===== config.mk =====
export PLATFORM = sky130hd
export DESIGN_NAME = fir_controller_p_flat
export DESIGN_NICKNAME = d
export VERILOG_FILES = /design/src/rtl/fir_controller_p_if.sv /design/src/rtl/fir_controller_p.sv /design/src/flat_wrapper.sv
export SDC_FILE = /design/constraint.sdc
export NUM_CORES = 1
export LEC_CHECK = 0
export BUFFER_PORTS_ARGS = -buffer_cell sky130_fd_sc_hd__buf_2
export CORE_AREA = 4 4 41 43
export CTS_BUF_LIST = sky130_fd_sc_hd__clkbuf_8
export DETAILED_ROUTE_END_ITERATION = 7
export DIE_AREA = 0 0 45 47
export PLACE_DENSITY_LB_ADDON = 0.12
export RECOVER_POWER = 100
export SLEW_MARGIN = 10
export SYNTH_ARGS = -nofsm -noshare
export SYNTH_HDL_FRONTEND = slang
export SYNTH_SLANG_ARGS = --single-unit

===== constraint.sdc =====
create_clock -name clk -period 1.8 [get_ports clk]
set_clock_uncertainty 0.15 [all_clocks]
set_input_delay 0.36 -clock clk [delete_from_list [all_inputs] [get_ports clk]]
set_output_delay 0.36 -clock clk [all_outputs]
set_load 0.01 [all_outputs]

===== src/rtl/fir_controller_p_if.sv =====
// fir_controller_p_if: handshake and register-file command bus between FIR controller and datapath
interface fir_controller_p_if #(parameter int REG_AW = 4);
  logic dr;
  logic lc;
  logic overflow;
  logic cnt_up;
  logic clear;
  logic modwait;
  logic err;
  logic [2:0] op;
  logic [REG_AW-1:0] src1;
  logic [REG_AW-1:0] src2;
  logic [REG_AW-1:0] dest;
  modport master (output dr, lc, overflow, input cnt_up, clear, modwait, err, op, src1, src2, dest);
  modport slave (input dr, lc, overflow, output cnt_up, clear, modwait, err, op, src1, src2, dest);
endinterface


===== src/rtl/fir_controller_p.sv =====
// fir_controller_p: sequences coefficient loads and per-sample FIR multiply/accumulate ops on a register-file datapath
module fir_controller_p #(
  parameter int NTAPS = 4,
  parameter int REG_AW = 4,
  parameter int ALT_SIGN = 1
) (
  input logic clk,
  input logic n_rst,
  fir_controller_p_if.slave bus
);
  localparam int KW = (NTAPS > 1) ? $clog2(NTAPS) : 1;
  localparam int T = 2 * NTAPS + 2;
  localparam logic [KW-1:0] KLAST = KW'(NTAPS - 1);
  if (NTAPS < 2 || NTAPS > 8) begin : g_bad_ntaps
    $error("fir_controller_p: NTAPS must be 2..8");
  end
  if (2 * NTAPS + 2 > 2 ** REG_AW - 1) begin : g_bad_aw
    $error("fir_controller_p: REG_AW too narrow for register map");
  end
  typedef enum logic [3:0] {IDLE, LOAD, LWAIT, STORE, ZERO, SORT, MUL, ACC, EIDLE} state_t;
  state_t state, state_n;
  logic [KW-1:0] k, k_n;
  // state and tap counter; reset abandons any partial load or filter pass
  always_ff @(posedge clk or posedge n_rst) begin
    if (n_rst) begin
      state <= IDLE;
      k <= '0;
    end else begin
      state <= state_n;
      k <= k_n;
    end
  end
  // next state and Moore output decode from {state,k}
  always_comb begin
    state_n = state;
    k_n = k;
    bus.cnt_up = 1'b0;
    bus.clear = 1'b0;
    bus.modwait = 1'b1;
    bus.err = 1'b0;
    bus.op = 3'b000;
    bus.src1 = '0;
    bus.src2 = '0;
    bus.dest = '0;
    case (state)
      IDLE: begin
        bus.modwait = 1'b0;
        if (bus.dr) state_n = STORE;
        else if (bus.lc) begin
          state_n = LOAD;
          k_n = '0;
        end
      end
      LOAD: begin
        bus.op = 3'b011;
        bus.dest = REG_AW'(2 * NTAPS + 1 - int'(k));
        bus.clear = 1'b1;
        state_n = (k == KLAST) ? IDLE : LWAIT;
        k_n = (k == KLAST) ? '0 : k + 1'b1;
      end
      LWAIT: begin
        bus.clear = 1'b1;
        bus.modwait = 1'b0;
        if (bus.lc) state_n = LOAD;
      end
      STORE: begin
        bus.op = 3'b010;
        bus.dest = REG_AW'(NTAPS + 1);
        state_n = bus.dr ? ZERO : EIDLE;
      end
      ZERO: begin
        bus.op = 3'b101;
        bus.src1 = REG_AW'(NTAPS + 1);
        bus.src2 = REG_AW'(NTAPS + 1);
        bus.cnt_up = 1'b1;
        state_n = SORT;
        k_n = '0;
      end
      SORT: begin
        bus.op = 3'b001;
        bus.src1 = REG_AW'(int'(k) + 2);
        bus.dest = REG_AW'(int'(k) + 1);
        state_n = (k == KLAST) ? MUL : SORT;
        k_n = (k == KLAST) ? '0 : k + 1'b1;
      end
      MUL: begin
        bus.op = 3'b110;
        bus.src1 = REG_AW'(int'(k) + 1);
        bus.src2 = REG_AW'(NTAPS + 2 + int'(k));
        bus.dest = REG_AW'(T);
        state_n = ACC;
      end
      ACC: begin
        bus.op = (ALT_SIGN == 0 || !k[0]) ? 3'b100 : 3'b101;
        bus.src2 = REG_AW'(T);
        state_n = bus.overflow ? EIDLE : (k == KLAST) ? IDLE : MUL;
        k_n = (bus.overflow || k == KLAST) ? '0 : k + 1'b1;
      end
      EIDLE: begin
        bus.err = 1'b1;
        bus.modwait = 1'b0;
        if (bus.dr) state_n = STORE;
      end
      default: begin
        state_n = IDLE;
        k_n = '0;
      end
    endcase
  end
endmodule


===== src/flat_wrapper.sv =====
// flat-port wrapper written by rule: the top's interface ports become plain ports
module fir_controller_p_flat 
#(
  parameter int NTAPS = 4,
  parameter int REG_AW = 4,
  parameter int ALT_SIGN = 1
)
  (clk, n_rst, bus_dr, bus_lc, bus_overflow, bus_cnt_up, bus_clear, bus_modwait, bus_err, bus_op, bus_src1, bus_src2, bus_dest);
  fir_controller_p_if #(.REG_AW(REG_AW)) bus_i ();
  input logic clk;
  input logic n_rst;
  input wire logic [$bits(bus_i.dr)-1:0] bus_dr;
  input wire logic [$bits(bus_i.lc)-1:0] bus_lc;
  input wire logic [$bits(bus_i.overflow)-1:0] bus_overflow;
  output wire logic [$bits(bus_i.cnt_up)-1:0] bus_cnt_up;
  output wire logic [$bits(bus_i.clear)-1:0] bus_clear;
  output wire logic [$bits(bus_i.modwait)-1:0] bus_modwait;
  output wire logic [$bits(bus_i.err)-1:0] bus_err;
  output wire logic [$bits(bus_i.op)-1:0] bus_op;
  output wire logic [$bits(bus_i.src1)-1:0] bus_src1;
  output wire logic [$bits(bus_i.src2)-1:0] bus_src2;
  output wire logic [$bits(bus_i.dest)-1:0] bus_dest;
  assign bus_i.dr = bus_dr;
  assign bus_i.lc = bus_lc;
  assign bus_i.overflow = bus_overflow;
  assign bus_cnt_up = bus_i.cnt_up;
  assign bus_clear = bus_i.clear;
  assign bus_modwait = bus_i.modwait;
  assign bus_err = bus_i.err;
  assign bus_op = bus_i.op;
  assign bus_src1 = bus_i.src1;
  assign bus_src2 = bus_i.src2;
  assign bus_dest = bus_i.dest;
  fir_controller_p #(.NTAPS(NTAPS), .REG_AW(REG_AW), .ALT_SIGN(ALT_SIGN)) u_core (.clk(clk), .n_rst(n_rst), .bus(bus_i));
endmodule

==> flow_summary_export.csv <==
group,metric,value,unit
power,p_clk_frac,0.111,
drt,first_pass_iters,4,
power,p_leak,0.452,nW
power,p_switching,0.919,mW
worst_hold_path,min_to,"u_core.state[1]",
grt,grtUsageMet3,0.0575,
synth,ys_seq_area_frac,0.238,
floorplan,pin_count,24,
synth,yosysMostFrequentCell,"nor2_1",
power,p_per_area,2020,mW/mm^2
worst_hold_path,hold_path_class,"input port to flip-flop",
placed_design,hpwl,1340,um
final_layout,areaGrowthSynthToFinish,49.3,%
critical_path,critPathMaxFanout,3,
grt,track_usage,0.216,
worst_hold_path,hp-start,"bus_dr",
power,power.total,1.91,mW
timing,fin_crit,1.92,ns
drt,vias,791,
placed_design,placed_area,783,sq um
timing,slew_viol_final,0,
synth,synth_nets,98,
final_layout,fillers,105,
drt,drt_iter0_drc,16,
timing,finalHoldViolCount,0,
synth,ys_warn_count,0,
floorplan,core_area,0.00130,sq mm
timing,rsz0062_at_grt,"yes",
grt,antenna_found_initial,0,
synth,syn_area,632,sq um
critical_path,start_kind,"flip-flop",
synth,yosys-top-cells-area,"dfrtp_1, nor2_1, nand2_1",
critical_path,required,1.29,ns
critical_path,crit_path_end_kind,"output pin",
grt,grt-ovfl-total,0,
clock_tree,cts.path.max_buffers,2,
floorplan,die_area,0.00212,sq mm
floorplan,fp.dieW,45,um
timing,fmax,520,MHz
synth,avgSynthCellArea,6.94,sq um
clock_tree,cts_tree,"built",
grt,busiest_layer,"met2",
final_layout,finalNetCount,130,
timing,timing.final.crit_share,1.07,
synth,syn_inst,91,
synth,synth_ff_type,"dfrtp_1",
synth,synth_edf_count,0,
power,switching_share,0.482,
placed_design,io_buffers,22,
floorplan,start_util,0.486,
final_layout,final_area,943,sq um
grt,met1_usage,0.284,
timing,fin_ws,-0.122,ns
clock_tree,cts-root-buf,"clkbuf_8",
power,p_comb_frac,0.750,
run,max-cap-violations,0,
drt,postRouteAntennaNets,0,
grt,grt_max_degree,22,
critical_path,r2r-end,"u_core.k[1]",
final_layout,layout-drive-gt1-share,0.446,
critical_path,rrSetupSlack,0,ns
final_layout,final_util,0.725,
grt,grt_pass1_wl,3240,um
worst_hold_path,whs_path_depth,3,
synth,synth_top_area_frac,0.238,
clock_tree,cts-buffers-inserted,3,
timing,setup_violations,9,
timing,fin_tns_setup,-0.491,ns
drt,wl_per_cell,15.2,um
power,p_int,0.988,mW
drt,routed_wl,2070,um
run_status,outcome,"finished, violations left",
clock_tree,clock_sinks,6,
critical_path,r2r_start,"u_core.k[1]",
clock_tree,path_clk_slew,0.04,ns
final_layout,antenna_cells,0,
clock_tree,cts_max_level,1,
drt,via_per_inst,5.82,
floorplan,die_h,47,um
drt,drc_errors,0,
floorplan,num_rows,13,
critical_path,worstPathArrival,1.41,ns
clock_tree,clk-insertion-delay-late,0.23,ns
critical_path,r2r_cells,5,
power,ir_drop,1.09,mV
synth,yosys-top-cells-count,"nor2_1, nand2_1, a21oi_1",
placed_design,gp_congestion,0.897,
synth,synth-async-reset-ratio,1.00,
synth,yosysUniqueCellTypes,31,
power,power_frac_seq,0.139,
synth,ys_ff_latch,6,
critical_path,crit_type,"flip-flop to output pin",
grt,grtUsageMet2,0.336,
grt,grt_pass1_vias,701,
run_status,failed_checks,"setup timing",
synth,synth_area_leader_cell,"dfrtp_1",
per-stage QoR:
| stage | hold WS (ns) | cells | setup WS, ns |
|---|---|---|---|
| after global placement | 0.135 | 128 | 0.0791 |
| after detailed placement | 0.146 | 128 | 0.0632 |
| after floorplan | 0.000959 | 91 | 0.0242 |
| after global routing | 0.290 | 136 | -0.161 |
| after CTS | 0.265 | 134 | -0.0957 |
| final | 0.259 | 136 | -0.122 |
sequential cells by signal (all words and copies together) (netlist names):
name and flops:
u_core.state 4, u_core.k 2
power groups by stage:
stage                     Sequential, mW  Combinational, mW  Clock, mW
after floorplan                    0.259              0.794          0
after global placement             0.243               1.20          0
after detailed placement           0.247               1.21          0
after CTS                          0.257               1.33      0.212
after global routing               0.269               1.57      0.218
final                              0.265               1.43      0.213
area by class of cell:
cell class / count / area, sq um / area share
Clock buffer: 3 / 41.3 / 0.0438
Sequential cell: 6 / 153 / 0.162
Multi-Input combinational cell: 73 / 483 / 0.512
Timing Repair Buffer: 35 / 233 / 0.247
Tap cell: 15 / 18.8 / 0.0199
Inverter: 4 / 15.0 / 0.0159
what timing repair did:
action,CTS,global route
gates resized for setup,14,9
endpoints found under the hold margin,6,0
gates cloned,0,0
hold buffers,1,0
pin swaps,3,3
buffers inserted,2,2
setup endpoints to repair,13,16
worst max-delay path, cell delays in order (launching register included):
cell,delay (ns)
dfrtp_2,0.44
or4_4,0.50
a21oi_2,0.12
buf_2,0.13
per-layer routing:
| layer | routed length [um] | vias to the layer above | share of wire |
|---|---|---|---|
| met5 | 0 | - | 0 |
| met4 | 19 | 0 | 0.0092 |
| met1 | 907 | 371 | 0.44 |
| li1 | - | 383 | - |
| met3 | 136 | 2 | 0.066 |
| met2 | 1010 | 35 | 0.49 |
worst max path at each step:
| stage | to | startpoint | cells past startpoint |
|---|---|---|---|
| 2_1_floorplan | bus_dest[3] | u_core.state[1] | 3 |
| 3_3_place_gp | bus_src2[2] | u_core.state[2] | 4 |
| 5_1_grt | bus_dest[1] | u_core.k[0] | 6 |
| 4_1_cts | bus_dest[3] | u_core.state[1] | 3 |
| 3_5_place_dp | bus_dest[1] | u_core.k[1] | 6 |
| 6_report | bus_dest[3] | u_core.k[1] | 3 |
logic make-up after synthesis:
kind of cell	after synthesis	share of synthesized area
AND/OR/NAND/NOR	40	0.313
buffers and inverters	12	0.0891
AO/OA/AOI/OAI	29	0.301
flip-flops	6	0.238
XOR/XNOR	1	0.0139
other	1	0.00593
adder cells (fa/ha/maj)	2	0.0396
placed cells by master, fill, tap and decap left out, drive strengths merged, types with 2 or more instances in the layout:
master	instances
a211oi	3
a21o	2
a21oi	7
a31oi	2
buf	34
clkbuf	3
dfrtp	6
ha	2
inv	4
nand2	10
nand2b	5
nor2	11
nor2b	2
nor3	6
o21ai	6
o31ai	2
or4	3
No activity file was read; power rests on OpenSTA's default activity.
